$ cat src/rtl/dilithium_pkg.sv
// Shared Dilithium constants, butterfly mode encoding and modular add/sub helpers.
package dilithium_pkg;

    localparam int unsigned Q       = 8380417;
    localparam int unsigned COEFF_W = 23;
    localparam int unsigned ADDR_W  = 8;
    localparam int unsigned LAT     = 4;
    localparam int unsigned PROD_W  = 2 * COEFF_W;
    // 2^23 mod Q = 2^13 - 1, used to fold the high part of a product.
    localparam int unsigned FOLD_C  = 8191;

    typedef enum logic {
        BF_CT = 1'b0,
        BF_GS = 1'b1
    } bf_mode_e;

    // Per-beat control that travels alongside the datapath.
    typedef struct packed {
        logic              valid;
        bf_mode_e          mode;
        logic              last;
        logic [ADDR_W-1:0] addr1;
        logic [ADDR_W-1:0] addr2;
    } bf_meta_t;

    // (a + b) mod Q for canonical operands: one conditional subtract.
    function automatic logic [COEFF_W-1:0] mod_add(input logic [COEFF_W-1:0] a,
                                                   input logic [COEFF_W-1:0] b);
        logic [COEFF_W:0] s;
        s = {1'b0, a} + {1'b0, b};
        if (s >= (COEFF_W+1)'(Q)) begin
            s = s - (COEFF_W+1)'(Q);
        end
        return COEFF_W'(s);
    endfunction

    // (a - b) mod Q for canonical operands: one conditional add; wrap in COEFF_W bits is exact.
    function automatic logic [COEFF_W-1:0] mod_sub(input logic [COEFF_W-1:0] a,
                                                   input logic [COEFF_W-1:0] b);
        logic [COEFF_W-1:0] d;
        if (a >= b) begin
            d = a - b;
        end else begin
            d = a + COEFF_W'(Q) - b;
        end
        return d;
    endfunction

endpackage

$ cat src/rtl/butterfly_unit_mod_mul_q.sv
// Modular multiplier mod Q: registered product, then one-cycle reduction (2-cycle latency).
module mod_mul_q
    import dilithium_pkg::*;
(
    input  logic               clk_i,
    input  logic               rst_i,
    input  logic [COEFF_W-1:0] x_i,
    input  logic [COEFF_W-1:0] y_i,
    output logic [COEFF_W-1:0] z_o
);

    logic [PROD_W-1:0]  prod_q;
    logic [COEFF_W-1:0] z_q;
    logic [COEFF_W-1:0] z_d;

    // Exact reduction of p < Q^2 by repeated folding with 2^23 = 2^13 - 1 (mod Q).
    function automatic logic [COEFF_W-1:0] reduce_q(input logic [PROD_W-1:0] p);
        logic [36:0] x1;
        logic [27:0] x2;
        logic [23:0] x3;
        x1 = 37'(p[45:23]) * 37'(FOLD_C) + 37'(p[22:0]);
        x2 = 28'(x1[36:23]) * 28'(FOLD_C) + 28'(x1[22:0]);
        x3 = 24'(x2[27:23]) * 24'(FOLD_C) + 24'(x2[22:0]);
        if (x3 >= 24'(Q)) begin
            x3 = x3 - 24'(Q);
        end
        return COEFF_W'(x3);
    endfunction

    // Reduction of the registered product.
    always_comb begin
        z_d = reduce_q(prod_q);
    end

    // Product and reduced-result registers.
    always_ff @(posedge clk_i or posedge rst_i) begin
        if (rst_i) begin
            prod_q <= '0;
            z_q    <= '0;
        end else begin
            prod_q <= PROD_W'(x_i) * PROD_W'(y_i);
            z_q    <= z_d;
        end
    end

    assign z_o = z_q;

endmodule

$ cat src/rtl/butterfly_unit.sv
// Four-stage radix-2 NTT/INTT butterfly with in-place write-back addressing.
module butterfly_unit
    import dilithium_pkg::*;
(
    input  logic               clk_i,
    input  logic               rst_i,
    input  logic               valid_i,
    input  logic               mode_i,
    input  logic               last_i,
    input  logic [COEFF_W-1:0] a_i,
    input  logic [COEFF_W-1:0] b_i,
    input  logic [COEFF_W-1:0] w_i,
    input  logic [ADDR_W-1:0]  addr1_i,
    input  logic [ADDR_W-1:0]  addr2_i,
    output logic               valid_o,
    output logic               wren_o,
    output logic               last_o,
    output logic [COEFF_W-1:0] a_o,
    output logic [COEFF_W-1:0] b_o,
    output logic [ADDR_W-1:0]  addr1_o,
    output logic [ADDR_W-1:0]  addr2_o,
    output logic               busy_o
);

    bf_meta_t           meta_in_c;
    bf_meta_t           m1_q, m2_q, m3_q;
    logic [COEFF_W-1:0] a1_q, b1_q, w1_q, sum1_q, diff1_q;
    logic [COEFF_W-1:0] a2_q, sum2_q, a3_q, sum3_q;
    logic [COEFF_W-1:0] mul_op_c, t3_c;

    logic               valid_q, wren_q, last_q, busy_q;
    logic               valid_d, last_d, busy_d;
    logic [COEFF_W-1:0] a_q, b_q, a_d, b_d;
    logic [ADDR_W-1:0]  addr1_q, addr2_q;

    // Bundle per-beat control for transport down the pipe.
    always_comb begin
        meta_in_c       = '0;
        meta_in_c.valid = valid_i;
        meta_in_c.mode  = bf_mode_e'(mode_i);
        meta_in_c.last  = last_i;
        meta_in_c.addr1 = addr1_i;
        meta_in_c.addr2 = addr2_i;
    end

    // S1: capture the beat and precompute the GS sum/difference.
    always_ff @(posedge clk_i or posedge rst_i) begin
        if (rst_i) begin
            m1_q    <= '0;
            a1_q    <= '0;
            b1_q    <= '0;
            w1_q    <= '0;
            sum1_q  <= '0;
            diff1_q <= '0;
        end else begin
            m1_q    <= meta_in_c;
            a1_q    <= a_i;
            b1_q    <= b_i;
            w1_q    <= w_i;
            sum1_q  <= mod_add(a_i, b_i);
            diff1_q <= mod_sub(a_i, b_i);
        end
    end

    // Multiplier operand: b for CT, (a - b) for GS.
    always_comb begin
        mul_op_c = (m1_q.mode == BF_GS) ? diff1_q : b1_q;
    end

    mod_mul_q u_mul (
        .clk_i (clk_i),
        .rst_i (rst_i),
        .x_i   (mul_op_c),
        .y_i   (w1_q),
        .z_o   (t3_c)
    );

    // S2/S3: carry control, a and the GS sum alongside the multiplier.
    always_ff @(posedge clk_i or posedge rst_i) begin
        if (rst_i) begin
            m2_q   <= '0;
            a2_q   <= '0;
            sum2_q <= '0;
            m3_q   <= '0;
            a3_q   <= '0;
            sum3_q <= '0;
        end else begin
            m2_q   <= m1_q;
            a2_q   <= a1_q;
            sum2_q <= sum1_q;
            m3_q   <= m2_q;
            a3_q   <= a2_q;
            sum3_q <= sum2_q;
        end
    end

    // S4 next values: CT post-add/sub or GS pass-through; busy covers every occupied stage.
    always_comb begin
        valid_d = m3_q.valid;
        last_d  = m3_q.valid & m3_q.last;
        busy_d  = valid_i | m1_q.valid | m2_q.valid | m3_q.valid;
        a_d     = mod_add(a3_q, t3_c);
        b_d     = mod_sub(a3_q, t3_c);
        if (m3_q.mode == BF_GS) begin
            a_d = sum3_q;
            b_d = t3_c;
        end
    end

    // S4: output registers.
    always_ff @(posedge clk_i or posedge rst_i) begin
        if (rst_i) begin
            valid_q <= 1'b0;
            wren_q  <= 1'b0;
            last_q  <= 1'b0;
            busy_q  <= 1'b0;
            a_q     <= '0;
            b_q     <= '0;
            addr1_q <= '0;
            addr2_q <= '0;
        end else begin
            valid_q <= valid_d;
            wren_q  <= valid_d;
            last_q  <= last_d;
            busy_q  <= busy_d;
            a_q     <= a_d;
            b_q     <= b_d;
            addr1_q <= m3_q.addr1;
            addr2_q <= m3_q.addr2;
        end
    end

    assign valid_o = valid_q;
    assign wren_o  = wren_q;
    assign last_o  = last_q;
    assign busy_o  = busy_q;
    assign a_o     = a_q;
    assign b_o     = b_q;
    assign addr1_o = addr1_q;
    assign addr2_o = addr2_q;

endmodule

$ cat config.mk
export PLATFORM = sky130hd
export DESIGN_NAME = butterfly_unit
export DESIGN_NICKNAME = d
export VERILOG_FILES = /design/src/rtl/dilithium_pkg.sv /design/src/rtl/butterfly_unit_mod_mul_q.sv /design/src/rtl/butterfly_unit.sv
export SDC_FILE = /design/constraint.sdc
export NUM_CORES = 2
export LEC_CHECK = 0
export BUFFER_PORTS_ARGS = -buffer_cell sky130_fd_sc_hd__buf_2
export CORE_MARGIN = 1.5
export CORE_UTILIZATION = 50
export CTS_BUF_LIST = sky130_fd_sc_hd__clkbuf_4
export DETAILED_ROUTE_END_ITERATION = 6
export HOLD_SLACK_MARGIN = 0.06
export PLACE_DENSITY_LB_ADDON = 0.05
export SLEW_MARGIN = 20
export SYNTH_ARGS = -nofsm -noshare
export SYNTH_HDL_FRONTEND = slang
export SYNTH_SLANG_ARGS = --single-unit
export TNS_END_PERCENT = 10
$ cat constraint.sdc
create_clock -name clk_i -period 21.2 [get_ports clk_i]
set_input_delay 1.06 -clock clk_i [delete_from_list [all_inputs] [get_ports clk_i]]
set_output_delay 1.06 -clock clk_i [all_outputs]
set_load 0.05 [all_outputs]
==> results.cfg <==
[outcome]
status = completed

[logic_synthesis]
synthCells = 5366
synth-seq-cells = 398
yosys_warnings = 0
synth_edf_count = 0
ys.flop_type = dfrtp_1
ys_seq_area_share_pct = 19.28
synth_area_leaders = fa_1 (31%), dfrtp_1 (19%), ha_1 (13%)
synth_cell_types = 117
syn_area_per_cell_sq_um = 9.629
synthArstFlopShare_pct = 100.0
synth_top_area_share_pct = 30.72
syn-num-nets = 6785
synth_area_sq_um = 51670
synth_area_leader_cell = fa_1

[route]
drt_first_iter_violations = 2216
dr.pass1.iters = 5
routed-via-count = 36760
remaining_drc_errors = 0
wire_per_inst_um = 19.53
ant_nets = 0
vias_per_cell = 5.296
wirelength_mm = 135.6

[finish]
mostFrequentLayoutCells = inv_1 (1125), fa_1 (793), ha_1 (536)
nets = 6914
drive_gt1_share_pct = 8.173
largest_reg_flops = 46
fin_util_pct = 53.89
syn2layout_area_growth_pct = 6.572
layout_commonest_cell = inv_1
regArea_sq_um = 9965
multiInputGateArea_sq_um = 36790
fill_cells = 9683
top_register = u_mul.prod_q
final_cells = 6942

[global_routing]
antenna_found_initial = 18
grt_pass1_wl_mm = 216.9
grt_pass1_vias = 38500
grt_use_total_pct = 26.28
grt_max_degree = 138
grt_overflow = 0

[timing]
clock.fmax_ghz = 0.05500
slew_headroom_pct = 14.73
hold_violations = 0
fin_crit_ns = 18.18
rsz0062_at_grt = false
setup_viol = 0
worst_pin_slew_ns = 1.279
timing.final.crit_share_pct = 85.77
finalMaxSlewViolations = 0
tns_ns = 0
finClkSkew_ns = 0.1130

[clock_tree]
cts-resized-gates = 0
cts_root_buf = clkbuf_4
cts_buffers = 107
path_clk_slew_ns = 0.06
clock_latency_ns = 0.97
cts_max_level = 3
cts_tree = built
postCtsSetupRepairBufs = 0
clk_path_buf_depth = 3
ctsHoldBuffers = 7
numClockSinks = 398

[die]
io_pins = 156
die_height_um = 324.5
die_area_sq_um = 105300
fp.dieW_um = 324.5
start_util_pct = 50.57
std_cell_rows = 117
fp.coreArea_sq_um = 102200

[worst_setup_path]
endpoint_kind = register
startpoint_type = register
required_ns = 22.02
worstSetupPathType = register to register
reg2reg_slack_ns = 3.02
cp_slowest_cell = xnor2_1
reg2regPathDepth = 58
cp.arrival_ns = 19.00
cp-startpoint = u_mul.prod_q[28]$_DFF_PP0_
r2r-start = u_mul.prod_q[28]$_DFF_PP0_
r2r-end = u_mul.z_o[7]$_DFF_PP0_
cp_common_cell = fa_1
cp_max_fo = 18
max_stage_delay_ns = 0.64

[placed_design]
io_buffers = 155
dp_hpwl_mm = 107.4
routabilityCongestion = 0.9011
dp.cells = 6746

[run]
drv_cap = 0

[worst_hold_path]
hold_path_class = primary input to register
holdPathEnd = w1_q[10]$_DFF_PP0_
whs_path_depth = 1
worstHoldStart = w_i[10]
[worst max-delay path: cells and delay by family, from the launching register on]
family	cells	cell delay, ns
adder cells (fa/ha/maj)	17	8.26
AO/OA/AOI/OAI	26	5.60
XOR/XNOR	5	1.84
AND/OR/NAND/NOR	3	1.19
flip-flops	1	0.47
buffers and inverters	6	0.32
multiplexers	1	0.31
[worst max-delay path by stage]
stage / endpoint / slack, ns / depth (start not counted)
after floorplan: u_mul.z_o[20]$_DFF_PP0_ / 4.15 / 58
after global placement: u_mul.z_o[7]$_DFF_PP0_ / 3.09 / 57
after detailed placement: u_mul.z_o[19]$_DFF_PP0_ / 2.76 / 58
after CTS: u_mul.z_o[7]$_DFF_PP0_ / 2.71 / 58
after global routing: u_mul.z_o[7]$_DFF_PP0_ / 1.82 / 58
final: u_mul.z_o[7]$_DFF_PP0_ / 3.02 / 58
[layout make-up]
| type | instances | share of cell area, % |
|---|---|---|
| antenna | 7 | 0.03181 |
| clock buffer | 140 | 1.909 |
| clock inverter | 41 | 0.4772 |
| inverter | 1129 | 7.710 |
| multi-input combinational | 3675 | 66.81 |
| sequential | 398 | 18.10 |
| tap | 1368 | 3.108 |
| timing repair buffer | 184 | 1.854 |
[logic make-up (layout without fill, tap and decap cells)]
family	Yosys count	in the layout	synth area share [%]
buffers and inverters	1293	1494	9.546
xor gates and xnor gates	286	286	4.899
other	0	7	0
adders and majority gates	1330	1330	43.72
muxes	43	43	0.9178
AOI/OAI and AO/OA	737	737	9.725
and+or+nand+nor	1279	1279	11.91
DFF	398	398	19.28
[synth_stat cells, types with 32 or more instances]
master and n:
xnor2_1 207, clkbuf_1 137, inv_1 1126, nor2_1 209, nor2b_1 32, a211oi_1 39, o21ai_0 111, nand2_1 535
a31oi_1 35, nand3_1 60, a21o_1 71, and2_1 151, ha_1 536, dfrtp_1 398, a21oi_1 217, nand2b_1 47
fa_1 793, o21bai_1 32, nor3_1 83, xor2_1 77
[per-stage QoR]
step                      setup slack (ns)  cell area [sq um]  hold WS (ns)
final                                3.018              55070        0.2155
after global routing                 1.818              55060        0.1367
after CTS                            2.710              55030       0.08048
after detailed placement             2.763              53650        0.3347
after global placement               3.091              53650        0.3315
after floorplan                      4.154              51670        0.3312
[routing by layer]
layer | wire length [um] | track usage (%) | part of all wire, %
met3 | 6839 | 3.615 | 5.0
met5 | 21 | 0 | 0.015
met1 | 62430 | 37.35 | 46
met2 | 62990 | 42.35 | 46
met4 | 3308 | 6.959 | 2.4
Power is left out: the tool's default activity adds up to more than one toggle a clock period on the data nets, which glitch-free logic cannot reach.
